--- config.mk ---
export PLATFORM = sky130hd
export DESIGN_NAME = ysyx_210247_trap_flat
export DESIGN_NICKNAME = d
export VERILOG_FILES = /design/src/rtl/ysyx_210247_trap_pkg.sv /design/src/rtl/ysyx_210247_trap_if.sv /design/src/rtl/ysyx_210247_csr_file.sv /design/src/rtl/ysyx_210247_trap.sv /design/src/flat_wrapper.sv
export SDC_FILE = /design/constraint.sdc
export NUM_CORES = 1
export LEC_CHECK = 0
export BUFFER_PORTS_ARGS = -buffer_cell sky130_fd_sc_hd__buf_4
export CORE_MARGIN = 10
export CORE_UTILIZATION = 53
export CTS_CLUSTER_DIAMETER = 60
export CTS_CLUSTER_SIZE = 14
export DETAILED_ROUTE_END_ITERATION = 8
export GPL_TIMING_DRIVEN = 0
export PLACE_DENSITY_LB_ADDON = 0.2
export SYNTH_ARGS = -nofsm -noshare
export SYNTH_HDL_FRONTEND = slang
export SYNTH_SLANG_ARGS = --single-unit
--- constraint.sdc ---
create_clock -name clk -period 2.6 [get_ports clk]
set_input_delay 0.52 -clock clk [delete_from_list [all_inputs] [get_ports clk]]
set_output_delay 0.52 -clock clk [all_outputs]
set_load 0.01 [all_outputs]
--- src/rtl/ysyx_210247_trap_pkg.sv ---
// Shared trap/CSR definitions for the ysyx_210247 core.
// CSR addresses, redirect codes, cause values and bit positions.
package ysyx_210247_trap_pkg;

  localparam int          REG_BUS   = 64;
  localparam logic [63:0] ZERO_WORD = 64'd0;

  localparam logic [11:0] CSR_MSTATUS = 12'h300;
  localparam logic [11:0] CSR_MIE     = 12'h304;
  localparam logic [11:0] CSR_MTVEC   = 12'h305;
  localparam logic [11:0] CSR_MEPC    = 12'h341;
  localparam logic [11:0] CSR_MCAUSE  = 12'h342;
  localparam logic [11:0] CSR_MIP     = 12'h344;

  localparam logic [31:0] EXC_NONE  = 32'd0;
  localparam logic [31:0] EXC_ECALL = 32'd1;
  localparam logic [31:0] EXC_MRET  = 32'd2;
  localparam logic [31:0] EXC_IRQ   = 32'd3;

  localparam logic [63:0] MCAUSE_ECALL = 64'd11;
  localparam logic [63:0] MCAUSE_IRQ   = {1'b1, 63'd7};

  localparam int MSTATUS_MIE  = 3;
  localparam int MSTATUS_MPIE = 7;
  localparam int MIE_MTIE     = 7;
  localparam int MIP_MTIP     = 7;

  localparam logic [63:0] MSTATUS_RESET = 64'h1800;

  typedef enum logic {
    ST_IDLE,
    ST_REDIRECT
  } state_e;

  typedef enum logic [1:0] {
    EV_NONE,
    EV_IRQ,
    EV_ECALL,
    EV_MRET
  } event_e;

endpackage

--- src/rtl/ysyx_210247_trap_if.sv ---
// Commit/redirect bundle between the pipeline and the trap unit.
// slave = trap unit side, master = pipeline side.
interface ysyx_210247_trap_if;
  import ysyx_210247_trap_pkg::*;

  logic               commit_valid;
  logic               commit_ready;
  logic [REG_BUS-1:0] commit_pc;
  logic               commit_ecall;
  logic               commit_mret;
  logic               csr_wen;
  logic [11:0]        csr_addr;
  logic [REG_BUS-1:0] csr_wdata;
  logic [REG_BUS-1:0] csr_rdata;
  logic               mtip;
  logic [31:0]        exc_op;
  logic [REG_BUS-1:0] csr_mepc;
  logic [REG_BUS-1:0] csr_mtvec;
  logic               redirect_ack;

  modport slave (
    input  commit_valid, commit_pc,
    input  commit_ecall, commit_mret,
    input  csr_wen, csr_addr, csr_wdata,
    input  mtip, redirect_ack,
    output commit_ready, csr_rdata,
    output exc_op, csr_mepc, csr_mtvec
  );

  modport master (
    output commit_valid, commit_pc,
    output commit_ecall, commit_mret,
    output csr_wen, csr_addr, csr_wdata,
    output mtip, redirect_ack,
    input  commit_ready, csr_rdata,
    input  exc_op, csr_mepc, csr_mtvec
  );

endinterface

--- src/rtl/ysyx_210247_csr_file.sv ---
// Machine-mode CSRs and read mux for the trap unit.
// Trap/MRET updates take precedence over software writes.
module ysyx_210247_csr_file
  import ysyx_210247_trap_pkg::*;
(
  input  logic        clk,
  input  logic        rst_n,
  input  logic        wen,
  input  logic [11:0] addr,
  input  logic [63:0] wdata,
  output logic [63:0] rdata,
  input  logic        mtip,
  input  logic        trap,
  input  logic [63:0] trap_pc,
  input  logic [63:0] trap_cause,
  input  logic        mret,
  output logic [63:0] mepc_q,
  output logic [63:0] mtvec_q,
  output logic        mie_bit,
  output logic        mtie_bit
);

  logic        st_mie;
  logic        st_mpie;
  logic [63:0] mie_q;
  logic [63:0] mcause_q;
  logic [63:0] mstatus_rd;
  logic [63:0] mip_rd;

  assign mie_bit  = st_mie;
  assign mtie_bit = mie_q[MIE_MTIE];

  // Assemble the read views; MPP stays hardwired to M-mode.
  always_comb begin
    mstatus_rd = MSTATUS_RESET;
    mstatus_rd[MSTATUS_MIE]  = st_mie;
    mstatus_rd[MSTATUS_MPIE] = st_mpie;
    mip_rd = ZERO_WORD;
    mip_rd[MIP_MTIP] = mtip;
  end

  // Read mux sees pre-edge state; unimplemented CSRs read zero.
  always_comb begin
    rdata = ZERO_WORD;
    case (addr)
      CSR_MSTATUS: rdata = mstatus_rd;
      CSR_MIE:     rdata = mie_q;
      CSR_MTVEC:   rdata = mtvec_q;
      CSR_MEPC:    rdata = mepc_q;
      CSR_MCAUSE:  rdata = mcause_q;
      CSR_MIP:     rdata = mip_rd;
      default:     rdata = ZERO_WORD;
    endcase
  end

  // Register updates: trap entry, MRET, or a plain CSR write.
  always_ff @(posedge clk or negedge rst_n) begin
    if (!rst_n) begin
      st_mie   <= 1'b0;
      st_mpie  <= 1'b0;
      mie_q    <= ZERO_WORD;
      mtvec_q  <= ZERO_WORD;
      mepc_q   <= ZERO_WORD;
      mcause_q <= ZERO_WORD;
    end else if (trap) begin
      mepc_q   <= trap_pc;
      mcause_q <= trap_cause;
      st_mpie  <= st_mie;
      st_mie   <= 1'b0;
    end else if (mret) begin
      st_mie  <= st_mpie;
      st_mpie <= 1'b1;
    end else if (wen) begin
      case (addr)
        CSR_MSTATUS: begin
          st_mie  <= wdata[MSTATUS_MIE];
          st_mpie <= wdata[MSTATUS_MPIE];
        end
        CSR_MIE:    mie_q    <= wdata;
        CSR_MTVEC:  mtvec_q  <= {wdata[63:2], 2'b00};
        CSR_MEPC:   mepc_q   <= {wdata[63:2], 2'b00};
        CSR_MCAUSE: mcause_q <= wdata;
        default: ;
      endcase
    end
  end

endmodule

--- src/rtl/ysyx_210247_trap.sv ---
// Trap unit: picks one retire event and holds the redirect
// until fetch acknowledges it.
module ysyx_210247_trap
  import ysyx_210247_trap_pkg::*;
(
  input logic              clk,
  input logic              rst_n,
  ysyx_210247_trap_if.slave bus
);

  state_e      state;
  event_e      ev;
  logic [31:0] exc_q;
  logic        accept;
  logic        irq_take;
  logic        mie_bit;
  logic        mtie_bit;
  logic        ev_trap;
  logic        ev_mret;
  logic        wr_en;
  logic [63:0] cause;

  assign bus.commit_ready = (state == ST_IDLE);
  assign bus.exc_op       = exc_q;

  assign accept   = bus.commit_valid & bus.commit_ready;
  assign irq_take = accept & mie_bit & mtie_bit & bus.mtip;

  // Priority select: interrupt, then ECALL, then MRET.
  always_comb begin
    ev = EV_NONE;
    unique case (1'b1)
      irq_take:
        ev = EV_IRQ;
      accept & bus.commit_ecall & ~irq_take:
        ev = EV_ECALL;
      accept & bus.commit_mret & ~bus.commit_ecall & ~irq_take:
        ev = EV_MRET;
      default:
        ev = EV_NONE;
    endcase
  end

  assign ev_trap = (ev == EV_IRQ) | (ev == EV_ECALL);
  assign ev_mret = (ev == EV_MRET);
  assign wr_en   = accept & bus.csr_wen & (ev == EV_NONE);
  assign cause   = (ev == EV_IRQ) ? MCAUSE_IRQ : MCAUSE_ECALL;

  ysyx_210247_csr_file u_csr (
    .clk        (clk),
    .rst_n      (rst_n),
    .wen        (wr_en),
    .addr       (bus.csr_addr),
    .wdata      (bus.csr_wdata),
    .rdata      (bus.csr_rdata),
    .mtip       (bus.mtip),
    .trap       (ev_trap),
    .trap_pc    (bus.commit_pc),
    .trap_cause (cause),
    .mret       (ev_mret),
    .mepc_q     (bus.csr_mepc),
    .mtvec_q    (bus.csr_mtvec),
    .mie_bit    (mie_bit),
    .mtie_bit   (mtie_bit)
  );

  // Redirect FSM; ack only counts once the redirect is visible.
  always_ff @(posedge clk or negedge rst_n) begin
    if (!rst_n) begin
      state <= ST_IDLE;
      exc_q <= EXC_NONE;
    end else begin
      case (state)
        ST_IDLE: begin
          case (ev)
            EV_IRQ: begin
              exc_q <= EXC_IRQ;
              state <= ST_REDIRECT;
            end
            EV_ECALL: begin
              exc_q <= EXC_ECALL;
              state <= ST_REDIRECT;
            end
            EV_MRET: begin
              exc_q <= EXC_MRET;
              state <= ST_REDIRECT;
            end
            default: ;
          endcase
        end
        ST_REDIRECT: begin
          if (bus.redirect_ack) begin
            exc_q <= EXC_NONE;
            state <= ST_IDLE;
          end
        end
        default: state <= ST_IDLE;
      endcase
    end
  end

endmodule

--- src/flat_wrapper.sv ---
// flat-port wrapper written by rule: the top's interface ports become plain ports
module ysyx_210247_trap_flat import ysyx_210247_trap_pkg::*;
  (clk, rst_n, bus_commit_valid, bus_commit_pc, bus_commit_ecall, bus_commit_mret, bus_csr_wen, bus_csr_addr, bus_csr_wdata, bus_mtip, bus_redirect_ack, bus_commit_ready, bus_csr_rdata, bus_exc_op, bus_csr_mepc, bus_csr_mtvec);
  ysyx_210247_trap_if bus_i ();
  input logic clk;
  input logic rst_n;
  input wire logic [$bits(bus_i.commit_valid)-1:0] bus_commit_valid;
  input wire logic [$bits(bus_i.commit_pc)-1:0] bus_commit_pc;
  input wire logic [$bits(bus_i.commit_ecall)-1:0] bus_commit_ecall;
  input wire logic [$bits(bus_i.commit_mret)-1:0] bus_commit_mret;
  input wire logic [$bits(bus_i.csr_wen)-1:0] bus_csr_wen;
  input wire logic [$bits(bus_i.csr_addr)-1:0] bus_csr_addr;
  input wire logic [$bits(bus_i.csr_wdata)-1:0] bus_csr_wdata;
  input wire logic [$bits(bus_i.mtip)-1:0] bus_mtip;
  input wire logic [$bits(bus_i.redirect_ack)-1:0] bus_redirect_ack;
  output wire logic [$bits(bus_i.commit_ready)-1:0] bus_commit_ready;
  output wire logic [$bits(bus_i.csr_rdata)-1:0] bus_csr_rdata;
  output wire logic [$bits(bus_i.exc_op)-1:0] bus_exc_op;
  output wire logic [$bits(bus_i.csr_mepc)-1:0] bus_csr_mepc;
  output wire logic [$bits(bus_i.csr_mtvec)-1:0] bus_csr_mtvec;
  assign bus_i.commit_valid = bus_commit_valid;
  assign bus_i.commit_pc = bus_commit_pc;
  assign bus_i.commit_ecall = bus_commit_ecall;
  assign bus_i.commit_mret = bus_commit_mret;
  assign bus_i.csr_wen = bus_csr_wen;
  assign bus_i.csr_addr = bus_csr_addr;
  assign bus_i.csr_wdata = bus_csr_wdata;
  assign bus_i.mtip = bus_mtip;
  assign bus_i.redirect_ack = bus_redirect_ack;
  assign bus_commit_ready = bus_i.commit_ready;
  assign bus_csr_rdata = bus_i.csr_rdata;
  assign bus_exc_op = bus_i.exc_op;
  assign bus_csr_mepc = bus_i.csr_mepc;
  assign bus_csr_mtvec = bus_i.csr_mtvec;
  ysyx_210247_trap u_core (.clk(clk), .rst_n(rst_n), .bus(bus_i));
endmodule
==> results.py <==
metrics = {
    "route": {
        "viasPerCell": 6.60,
        "via_count": 13700,
        "avgRoutedWirePerCell_um": 26.2,
        "drt_first_pass_iters": 7,
        "drt_iter0_drc": 2043,
        "routed_wl_mm": 54.4,
        "ant_nets": 0,
        "drc_errors": 0,
    },
    "critical_path": {
        "path_cells": "buf_6 -> nor4_4 -> buf_4 -> and4_1 -> buf_6 -> clkbuf_16 -> buf_12 -> a22oi_1 -> o21ai_1 -> buf_4",
        "critical_path_required_ns": 2.08,
        "crit_end": "bus_csr_rdata[13]",
        "cp-end-kind": "output pin",
        "crit_arrival_ns": 2.10,
        "worstReg2RegEnd": "u_core.u_csr.mepc_q[2]",
        "worst_r2r_path_depth": 8,
        "cp_slowest_cell": "nor4_4",
        "critPathMaxFanout": 10,
        "crit_type": "in2out",
        "cp.buffers_inverters": 6,
        "crit_start": "bus_csr_addr[4]",
        "path_depth": 10,
        "cpPeakStageDelay_ns": 0.24,
        "regToRegStartpoint": "u_core.state",
        "cp-start-kind": "primary input",
        "crit_family": "buffers and inverters",
        "r2r_slack_ns": 0.02,
    },
    "global_route": {
        "grt_max_degree": 111,
        "antenna_found_initial": 1,
        "grt_pass1_vias": 13600,
        "grt_pass1_wl_mm": 79.0,
        "grt_usage_pct": 31.5,
        "overflow": 0,
    },
    "min_path": {
        "hold_class": "in2reg",
    },
    "yosys": {
        "synthSimpleGateAreaFrac_pct": 9.85,
        "synth_top_area_cell": "dfrtp_1",
        "synth_common_cells": "259 x dfrtp_1, 124 x o21ai_0, 120 x a22oi_1",
        "synth-compound-area-share_pct": 22.2,
        "yosysWarningCount": 0,
        "ys.flop_type": "dfrtp_1",
        "synth_top_family_by_area": "compound AO/OA/AOI/OAI gates",
        "synth.top_cell.area_share_pct": 48.6,
        "synth-edff-count": 0,
        "syn_inst": 1301,
        "yosys-top-cells-area": "dfrtp_1 49%, mux2_1 6.8%, a22oi_1 6.8%",
        "synth_xor_area_share_pct": 0,
        "netlist_area_mm2": 0.0133,
        "yosys.area_share.adder_pct": 0.282,
        "ys_ff_latch": 259,
        "synth_area_per_cell_um2": 10.2,
        "yosysMostFrequentCell": "dfrtp_1",
        "async_flop_share_pct": 100,
        "synth_mux_area_share_pct": 11.0,
        "synth_cell_types": 57,
        "ys_seq_area_share_pct": 48.6,
    },
    "timing": {
        "finalHoldViolations": 0,
        "setup_viol": 1,
        "worst_pin_slew_ns": 0.749,
        "setup-tns-final_ns": -0.0167,
        "skew_ns": 0.0138,
        "maxSlewViolCount": 0,
        "max_freq_mhz": 382,
        "finalCritPeriodShare_pct": 101,
        "grt_setup_unrepaired": "true",
        "period_minus_slack_ns": 2.62,
        "postLayoutSetupSlackWorst_ns": -0.0167,
        "slew_headroom_pct": 50.1,
        "whs_ns": 0.182,
    },
    "floorplanning": {
        "boundaryPins": 373,
        "die_x_um": 179,
        "fp-row-count": 57,
        "initial_core_util_pct": 54.3,
        "design.die.area_mm2": 0.0319,
        "fp.dieH_um": 179,
        "core_area_mm2": 0.0245,
    },
    "placed_design": {
        "hpwl_mm": 38.0,
        "globalplace.congestion": 0.886,
        "io_buffer_count": 337,
    },
    "power": {
        "total_power_w": 0.0114,
        "p_leak_nw": 8.23,
        "p_per_area_mw_per_mm2": 623,
        "ir_drop_mv": 0.520,
    },
    "clock_network": {
        "path_clk_slew_ns": 0.07,
        "root_buffer": "clkbuf_16",
        "htree_levels": 1,
        "tritoncts": "built",
        "cts.path.max_buffers": 3,
        "cts_buffers": 25,
        "clk_latency_ns": 0.54,
        "cts_sinks": 259,
    },
    "status": {
        "status": "complete, but fails checks",
        "violations": "negative setup slack",
    },
    "layout": {
        "num-fill-cells": 1733,
        "area_delta_synth_final_pct": 37.9,
        "drive_above_1_share_pct": 37.4,
        "final_nets": 1888,
    },
    "flow_run": {
        "maxCapViolations": 0,
    },
}
==> power breakdown <==
part | leakage (nW) | total, W | internal, W | switching, W
Combinational | 4.43 | 0.00265 | 0.00117 | 0.00148
Clock | 0.395 | 0.00382 | 0.00218 | 0.00164
Sequential | 3.41 | 0.00498 | 0.00446 | 0.000523
Total | 8.23 | 0.0114 | 0.00781 | 0.00364
==> worst min-delay path: cells and delay by family <==
| family | cells | cell delay (ns) |
|---|---|---|
| buffers and inverters | 1 | 0.08 |
| AOI/OAI and AO/OA | 1 | 0.05 |
| and+or+nand+nor | 1 | 0.03 |
==> logic make-up (layout without fill, tap and decap cells) <==
group	count (synthesis)	in the layout
muxes	130	130
adders and majority gates	3	3
DFF	259	259
other	1	33
buffers and inverters	227	644
and+or+nand+nor	239	239
AOI/OAI and AO/OA	442	442
==> registers in the layout, summed over array words and instances, names as in the netlist <==
| signal | count |
|---|---|
| u_core.u_csr.mcause_q | 64 |
| u_core.u_csr.mepc_q | 64 |
| u_core.u_csr.mie_q | 64 |
| u_core.u_csr.mtvec_q | 62 |
| u_core.bus.exc_op | 2 |
| u_core.state | 1 |
| u_core.u_csr.mie_bit | 1 |
| u_core.u_csr.st_mpie | 1 |
==> how the worst min path moves through the flow <==
stage,slack (ns),to,depth (start not counted),from
floorplan,0.22,u_core.bus.exc_op[0],0,rst_n
global placement,0.47,u_core.u_csr.mie_q[30],1,u_core.u_csr.mie_q[30]
detailed placement,0.48,u_core.u_csr.mie_q[6],1,u_core.u_csr.mie_q[6]
CTS,0.18,u_core.u_csr.mepc_q[0],3,bus_commit_pc[0]
global route,0.22,u_core.u_csr.mie_q[1],2,bus_csr_wdata[1]
finish,0.18,u_core.u_csr.mepc_q[0],3,bus_commit_pc[0]
==> final cells by class <==
class / instances / area (um2) / area share [%]
repair buffers: 381 / 3100 / 16.9
clock inverters: 11 / 171 / 0.932
plain buffers: 161 / 1200 / 6.52
multi-input cells: 846 / 6140 / 33.4
clock buffers: 28 / 647 / 3.52
flip-flops and latches: 259 / 6480 / 35.3
well taps: 324 / 405 / 2.20
inverters: 63 / 236 / 1.29
diodes: 1 / 2.50 / 0.0136
==> what timing repair did <==
| action | 4_1_cts | 5_1_grt |
|---|---|---|
| resized for setup | 148 | 111 |
| endpoints found under the hold margin | 24 | 0 |
| setup buffers | 24 | 9 |
| endpoints found under the setup margin | 320 | 284 |
| hold buffers | 1 | 0 |
| cloned | 0 | 8 |
| pin swaps | 6 | 3 |
==> stage by stage <==
stage                     instance area, um2  worst slack [ns]  cells  util, %
after floorplan                        13400             0.103   1332        -
final                                  18400           -0.0167   2074     74.9
after detailed placement               16400            -0.815   1995     67.0
after CTS                              17800          -0.00911   2057     72.7
after global placement                 16400             -1.20   1993     66.8
after global routing                   18400           -0.0495   2074     74.9
==> metal layers <==
layer	wire, um	vias to the layer above	global-route usage (%)
met1	20300	6716	39.2
met5	0	-	0
li1	-	5781	-
met2	25000	1013	50.3
met3	6610	170	8.63
met4	2510	0	14.3
==> cells in the final DEF (no fill, tap or decap), drive strengths merged, types with 3 or more instances in the layout <==
cell    synthesis  layout
a211oi          8       8
a21oi           5       5
a22o            6       6
a22oi         120     120
a31oi          56      56
a32oi           3       3
and3            3       3
buf            81     459
bufinv          0       4
clkbuf         83     110
clkinv          0       3
conb            1      32
dfrtp         259     259
ha              3       3
inv            63      65
mux2          127     127
mux2i           3       3
nand2          65      65
nand3          60      60
nand4          58      58
nor2           17      17
nor2b           4       4
nor3            9       9
nor4            9       9
o21ai         124     124
o22ai          55      55
o311ai         54      54
No activity file was read; power rests on OpenSTA's default activity.
